$ cat config.mk
export PLATFORM = sky130hd
export DESIGN_NAME = fft_reorder_8p
export DESIGN_NICKNAME = d
export VERILOG_FILES = /design/src/rtl/fft_reorder_8p.sv
export SDC_FILE = /design/constraint.sdc
export NUM_CORES = 1
export LEC_CHECK = 0
export CAP_MARGIN = 20
export CORE_ASPECT_RATIO = 1.2
export CORE_UTILIZATION = 40
export CTS_BUF_LIST = sky130_fd_sc_hd__clkbuf_8
export CTS_CLUSTER_DIAMETER = 150
export DETAILED_ROUTE_END_ITERATION = 6
export DONT_BUFFER_PORTS = 1
export PLACE_DENSITY = 0.65
export SLEW_MARGIN = 20
export SYNTH_ARGS = -nofsm -noshare
export SYNTH_HDL_FRONTEND = slang
export SYNTH_SLANG_ARGS = --single-unit
$ cat constraint.sdc
create_clock -name clk -period 10 [get_ports clk]
set_input_delay 1 -clock clk [delete_from_list [all_inputs] [get_ports clk]]
set_output_delay 1 -clock clk [all_outputs]
set_load 0.02 [all_outputs]
$ cat src/rtl/fft_reorder_8p.sv
// ---------------------------------------------------------------------------
// fft_reorder_8p
// Output-side reorder buffer for the FFT datapath. Samples arrive in
// bit-reversed index order and leave in natural index order. Two ping-pong
// banks let one frame be written while the previous one drains, so streaming
// at one sample per cycle has no bubbles.
//
// Ports:
//   clk      in   clock
//   arst_n   in   asynchronous active-low reset
//   s_valid  in   input sample valid
//   s_ready  out  input sample can be accepted (combinational from state)
//   s_re     in   input real part, signed
//   s_im     in   input imaginary part, signed
//   m_valid  out  output sample valid (registered)
//   m_ready  in   downstream accepts output sample
//   m_re     out  output real part, signed (registered)
//   m_im     out  output imaginary part, signed (registered)
//   m_last   out  marks output index N-1 of each frame (registered)
// ---------------------------------------------------------------------------
module fft_reorder_8p #(
  parameter int unsigned DATA_WIDTH = 16,
  parameter int unsigned N          = 8,
  parameter bit          BYPASS     = 1'b0
) (
  input  logic                         clk,
  input  logic                         arst_n,
  input  logic                         s_valid,
  output logic                         s_ready,
  input  logic signed [DATA_WIDTH-1:0] s_re,
  input  logic signed [DATA_WIDTH-1:0] s_im,
  output logic                         m_valid,
  input  logic                         m_ready,
  output logic signed [DATA_WIDTH-1:0] m_re,
  output logic signed [DATA_WIDTH-1:0] m_im,
  output logic                         m_last
);

  localparam int unsigned LOG2N = (N > 1) ? $clog2(N) : 1;
  localparam logic [LOG2N-1:0] CNT_LAST = LOG2N'(N - 1);

  // Frame length must be a power of two of at least 2.
  if ((N < 2) || ((N & (N - 1)) != 0)) begin : g_bad_n
    $error("fft_reorder_8p: N must be a power of two >= 2");
  end

  typedef struct packed {
    logic signed [DATA_WIDTH-1:0] re;
    logic signed [DATA_WIDTH-1:0] im;
  } sample_t;

  // Reverse the bit order of an index.
  function automatic logic [LOG2N-1:0] f_bitrev(input logic [LOG2N-1:0] a);
    logic [LOG2N-1:0] r;
    r = '0;
    for (int unsigned i = 0; i < LOG2N; i++) begin
      r[i] = a[LOG2N-1-i];
    end
    return r;
  endfunction

  sample_t          r_mem [2][N];
  logic             r_wr_bank;
  logic             r_rd_bank;
  logic [LOG2N-1:0] r_wr_cnt;
  logic [LOG2N-1:0] r_rd_cnt;
  logic [1:0]       r_full;
  logic             r_m_valid;
  logic             r_m_last;
  sample_t          r_m_data;

  logic             w_wr_fire;
  logic             w_wr_wrap;
  logic             w_load;
  logic             w_rd_wrap;
  logic [LOG2N-1:0] w_waddr;
  logic [1:0]       w_full_nxt;
  sample_t          w_rd_data;

  // Write side: a bank is writable until its frame is complete.
  assign s_ready   = !r_full[r_wr_bank];
  assign w_wr_fire = s_valid && s_ready;
  assign w_wr_wrap = w_wr_fire && (r_wr_cnt == CNT_LAST);
  assign w_waddr   = BYPASS ? r_wr_cnt : f_bitrev(r_wr_cnt);

  // Read side: refill the output register when it is empty or being consumed.
  assign w_rd_data = r_mem[r_rd_bank][r_rd_cnt];
  assign w_load    = r_full[r_rd_bank] && (!r_m_valid || m_ready);
  assign w_rd_wrap = w_load && (r_rd_cnt == CNT_LAST);

  // Bank occupancy; set and clear in one cycle always hit different banks.
  always_comb begin
    w_full_nxt = r_full;
    if (w_rd_wrap) begin
      w_full_nxt[r_rd_bank] = 1'b0;
    end
    if (w_wr_wrap) begin
      w_full_nxt[r_wr_bank] = 1'b1;
    end
  end

  // Sample storage, not reset.
  always_ff @(posedge clk) begin
    if (w_wr_fire) begin
      r_mem[r_wr_bank][w_waddr] <= sample_t'{re: s_re, im: s_im};
    end
  end

  // Write pointer and bank select.
  always_ff @(posedge clk or negedge arst_n) begin
    if (!arst_n) begin
      r_wr_bank <= 1'b0;
      r_wr_cnt  <= '0;
    end else if (w_wr_fire) begin
      if (w_wr_wrap) begin
        r_wr_cnt  <= '0;
        r_wr_bank <= ~r_wr_bank;
      end else begin
        r_wr_cnt  <= r_wr_cnt + LOG2N'(1);
      end
    end
  end

  // Bank full flags.
  always_ff @(posedge clk or negedge arst_n) begin
    if (!arst_n) begin
      r_full <= '0;
    end else begin
      r_full <= w_full_nxt;
    end
  end

  // Read pointer, bank select and output register.
  always_ff @(posedge clk or negedge arst_n) begin
    if (!arst_n) begin
      r_rd_bank <= 1'b0;
      r_rd_cnt  <= '0;
      r_m_valid <= 1'b0;
      r_m_last  <= 1'b0;
      r_m_data  <= '0;
    end else if (w_load) begin
      r_m_data  <= w_rd_data;
      r_m_last  <= (r_rd_cnt == CNT_LAST);
      r_m_valid <= 1'b1;
      if (w_rd_wrap) begin
        r_rd_cnt  <= '0;
        r_rd_bank <= ~r_rd_bank;
      end else begin
        r_rd_cnt  <= r_rd_cnt + LOG2N'(1);
      end
    end else if (m_ready) begin
      r_m_valid <= 1'b0;
      r_m_last  <= 1'b0;
    end
  end

  assign m_valid = r_m_valid;
  assign m_last  = r_m_last;
  assign m_re    = r_m_data.re;
  assign m_im    = r_m_data.im;

endmodule
Yosys cells after proc, flatten, opt, wreduce, memory -nomap -nowiden
Memories as Yosys holds them, arrays and structs flattened.
Cells that the tools add are included.
- reduce and logical (&&, ||, !) cells: 13
- equal/unequal tests: 2
- muxes and demuxes: 22
- add/subtract/negate cells: 2
- bitwise gates (word level): 7
- magnitude comparators: 7
- operators with widths (cell ; count):
    256-bit two-way mux ; 1
    32-bit binary-select mux with 3-bit select ; 1
    32-bit demux with 3-bit select ; 1
    32-bit two-way mux ; 3
    1-bit two-way mux ; 10
    4-bit >= comparator (second input constant) ; 2
    3-bit inverter with 4-bit output ; 2
    1-bit logical AND ; 7
    3-bit by 1-bit adder with 3-bit output (second input constant) ; 2
    3-bit == test (second input constant) ; 2
    3-bit two-way mux ; 2
    1-bit by 2-bit < comparator with 1-bit output (second input constant) ; 2
    4-bit by 1-bit < comparator with 1-bit output (second input constant) ; 1
    2-bit two-way mux ; 2
    2-bit AND reduction ; 2
    2-bit bitwise AND ; 1
    1-bit demux with 1-bit select ; 2
    1-bit >= comparator (second input constant) ; 2
    1-bit logical NOT ; 2
    1-bit inverter ; 2
    2-bit inverter ; 1
    2-bit OR ; 1
    2-bit nonzero test ; 1
    1-bit logical OR ; 1
- register bits: 44
- memories: 1
- memory bits (writable): 512
- output and inout bits: 35
- word-level logic and storage cells: 63
- input bits: 36
- memory list (memory ; words ; width ; read ports ; clocked after Yosys merged registers in ; write ports ; line ; RTL):
    r_mem ; 2 ; 256 ; 1 ; 0 ; 1 ; 62 ; sample_t r_mem [2][N];

Depth between registers and ports, before layout
- depth in word-level cells: 9
- mapped depth: 6
- mapped depth without buffers: 5

Least setup slack after synthesis
No wires, ideal clock.
- path type: input port to flip-flop
- from: input s_valid
- to: memory r_mem[0][100] in the netlist's numbering (enable)
- data required time: 9.539 ns
- data arrival time: 3.589 ns
- setup time: 0.461 ns
- path slack: 5.950 ns
- path buffers: 1
- stages on the path: 3
- path through: clkbuf_1 -> nand2_1 -> nor3_1
- cells in the longest elaborated chain, start to end: 3
- ends and longest elaborated chain (element ; line ; RTL):
    start, declared ; 28 ; input logic s_valid,
    1-bit logical AND ; 82 ; assign w_wr_fire = s_valid && s_ready;
    1-bit two-way mux ; 104 ; if (w_wr_fire) begin
    256-bit two-way mux (not written as such) ; 105 ; r_mem[r_wr_bank][w_waddr] <= sample_t'{re: s_re, im: s_im};
    end, declared ; 62 ;
No other way between the ends.

Worst setup path after layout
- from: register r_rd_cnt[1]
- to: register r_m_data, in the netlist m_im[14]
- cells in the longest elaborated chain, start to end: 4
- ends and longest elaborated chain (element ; line ; RTL):
    start, declared ; 66 ; logic [LOG2N-1:0] r_rd_cnt;
    start signal, assigned ; 149 ; r_rd_cnt <= r_rd_cnt + LOG2N'(1);
    3-bit inverter with 4-bit output (not written as such) ; 87 ; assign w_rd_data = r_mem[r_rd_bank][r_rd_cnt];
    32-bit binary-select mux with 3-bit select ; 87 ;
    32-bit two-way mux (not written as such) (2 in series) ; 87 ;
    end signal, assigned ; 142 ; r_m_data <= w_rd_data;
    end, declared ; 70 ; sample_t r_m_data;
No other way between the ends. The select of a mux whose other input is x is not followed.
A chain may end at the register's enable or synchronous reset.

==> flow_metrics.env <==
export IMPL_globalplace_congestion=0.7026
export IMPL_track_usage=0.1799
export IMPL_cp_max_fo=88
export IMPL_cts_sinks=556
export IMPL_path_clk_slew_ns=0.06
export IMPL_fmax_mhz=342.3
export IMPL_die_h_um=254.8
export IMPL_io_pins=71
export IMPL_vias=9813
export IMPL_port_buffer_count=0
export IMPL_cts_buffers=81
export IMPL_syn_to_final_growth_pct=11.46
export IMPL_period_share=0.2922
export IMPL_synthDistinctLibCells=31
export IMPL_critical_path_top_delay_family="flip-flops"
export IMPL_worstSetupEndpointType="flop"
export IMPL_num_rows=92
export IMPL_setup_tns_ns=0
export IMPL_syn_inst=937
export IMPL_design_area_sq_um=23740
export IMPL_post_cts_resized=0
export IMPL_hold_violations=0
export IMPL_cts_tree="built"
export IMPL_grt_pass1_wl_mm=69.20
export IMPL_ys_ff_latch=556
export IMPL_cp_data_arrival_time_ns=3.41
export IMPL_slew_headroom=0.2147
export IMPL_yosysSeqAreaShare=0.7736
export IMPL_fin_skew_ns=0.04243
export IMPL_hold_buffers=0
export IMPL_cts_setup_buffers=0
export IMPL_firstDrtPassIters=5
export IMPL_cap_violations=0
export IMPL_yosysWarningCount=0
export IMPL_layout_common_cells="edfxtp_1 (512), mux4_2 (128), clkbuf_8 (92), dfrtp_1 (41)"
export IMPL_dpl_cell_area_sq_um=22160
export IMPL_synth_area_per_cell_sq_um=22.73
export IMPL_p_leak_nw=7.588
export IMPL_multiInputGateArea_sq_um=4571
export IMPL_antenna_found_initial=0
export IMPL_htree_num_levels=3
export IMPL_final_nets=1031
export IMPL_fin_total_pwr_mw=6.514
export IMPL_hp_class="input pin to asynchronous set/reset pin"
export IMPL_cp_required_ns=10.49
export IMPL_ant_nets=0
export IMPL_path_cells="buf_12 -> mux4_2 -> o22ai_1 -> a221oi_2"
export IMPL_dp_hpwl_mm=24.50
export IMPL_cts_root_buf="clkbuf_8"
export IMPL_drive_gt1_frac=0.3008
export IMPL_rsz0062_at_grt="no"
export IMPL_cts_buffer_depth=3
export IMPL_clk_latency_ns=0.65
export IMPL_vias_per_cell=5.576
export IMPL_cp_num_buf_inv=1
export IMPL_coreArea_sq_um=52610
export IMPL_startpoint_type="flop"
export IMPL_initial_utilization=0.4049
export IMPL_die_area_sq_um=54180
export IMPL_routed_wirelength_mm=47.27
export IMPL_nFillCells=4406
export IMPL_wl_per_cell_um=26.86
export IMPL_synth_fp_nets=981
export IMPL_drv_slew=0
export IMPL_dr_first_iter_drc_count=906
export IMPL_tightestPinTransition_ns=1.178
export IMPL_final_common_cell="edfxtp_1"
export IMPL_cp_slowest_cell="dfrtp_4"
export IMPL_dieWidth_um=212.6
export IMPL_drc=0
export IMPL_peakVddDrop_uv=229.3
export IMPL_critPathMaxStageDelay_ns=1.00
export IMPL_final_setup_viol_count=0
export IMPL_period_needed_ns=2.922
export IMPL_p_per_area_nw_per_um2=274.4
export IMPL_synth_area_sq_um=21300
export IMPL_grt_overflow=0
export IMPL_grt_max_degree=89
export IMPL_grt_pass1_vias=10490
export IMPL_status="complete, no violations"
export IMPL_path_class="flop to flop"
export IMPL_final_seq_area_sq_um=16480
synth_stat cells:
library cell	instances	share of area
nand2_1	6	0.0011
nor3_1	8	0.0019
a21o_1	1	0.00035
or2_1	3	0.00088
inv_1	2	0.00035
a21oi_1	32	0.0075
ha_1	8	0.0047
and2_1	1	0.00029
buf_4	8	0.0028
nand2b_1	6	0.0018
buf_2	17	0.0040
a31oi_1	2	0.00059
mux4_2	128	0.14
and3_1	1	0.00029
o22a_1	1	0.00041
o21ai_1	1	0.00023
a221oi_1	2	0.00082
mux2_1	5	0.0026
buf_6	10	0.0053
nor2_1	12	0.0021
nand3_1	3	0.00070
o22ai_1	32	0.0094
edfxtp_1	512	0.72
mux2i_1	34	0.016
clkbuf_1	24	0.0042
xnor2_1	1	0.00041
dfrtp_1	44	0.052
mux2_4	1	0.00070
a221oi_2	30	0.021
inv_2	1	0.00018
nor2b_1	1	0.00029
final cells by class:
cell class	count	area share
Clock inverter	58	0.01302
Timing Repair Buffer	26	0.008908
Inverter	3	0.0004744
Antenna cell	1	0.0001054
Clock buffer	92	0.05334
Sequential cell	556	0.6944
Tap cell	705	0.03716
Multi-Input combinational cell	319	0.1925
cells by family (layout without fill, tap and decap cells):
kind of cell               Yosys count  count (layout)  synth area share
xor gates and xnor gates             1               1         0.0004113
and+or+nand+nor                     41              41          0.009283
DFF                                556             556            0.7736
muxes                              168             168            0.1547
buffers and inverters               62             179           0.01686
other                                0               1                 0
AOI/OAI and AO/OA                  101             101           0.04048
adders and majority gates            8               8          0.004700
stage by stage:
stage | hold slack [ns] | worst slack, ns | std cells | util
global placement | 0.5233 | 6.720 | 1609 | 0.4212
detailed placement | 0.5337 | 6.717 | 1609 | 0.4212
global route | 0.02594 | 6.902 | 1759 | 0.4512
finish | 0.05813 | 7.078 | 1760 | 0.4512
floorplan | 0.4961 | 5.950 | 937 | -
CTS | 0.01645 | 6.941 | 1759 | 0.4511
power breakdown:
group / switching [mW] / leakage (nW) / internal (mW) / total [mW]
sequential: 0.311 / 5.10 / 2.77 / 3.08
combinational: 0.907 / 1.55 / 0.784 / 1.69
clock: 0.841 / 0.931 / 0.899 / 1.74
total: 2.06 / 7.59 / 4.45 / 6.51
layer usage:
metal	GRT usage	routed length, um
met1	0.2255	18450
met2	0.3095	24430
met3	0.04125	3416
met5	0	0
met4	0.05694	973
registers in the layout (all words and copies together), names as in the netlist:
name	cells
r_rd_bank	1
r_full	2
r_wr_bank	1
m_im	16
r_wr_cnt	3
m_valid	1
m_last	1
m_re	16
r_rd_cnt	3
r_mem	512
final timing paths:
check,startpoint,endpoint,slack [ns],depth (start not counted)
min in group clk,s_re[8],r_mem[1][216],0.45,0
min,arst_n,m_re[9],0.06,0
min reg2reg,r_full[0],r_full[0],0.54,1
max reg2reg,r_rd_cnt[1],m_im[14],7.08,4
max in group asynchronous,arst_n,r_rd_cnt[1],9.78,0
max,r_rd_cnt[1],m_im[14],7.08,4
No activity file was read; power rests on OpenSTA's default activity.
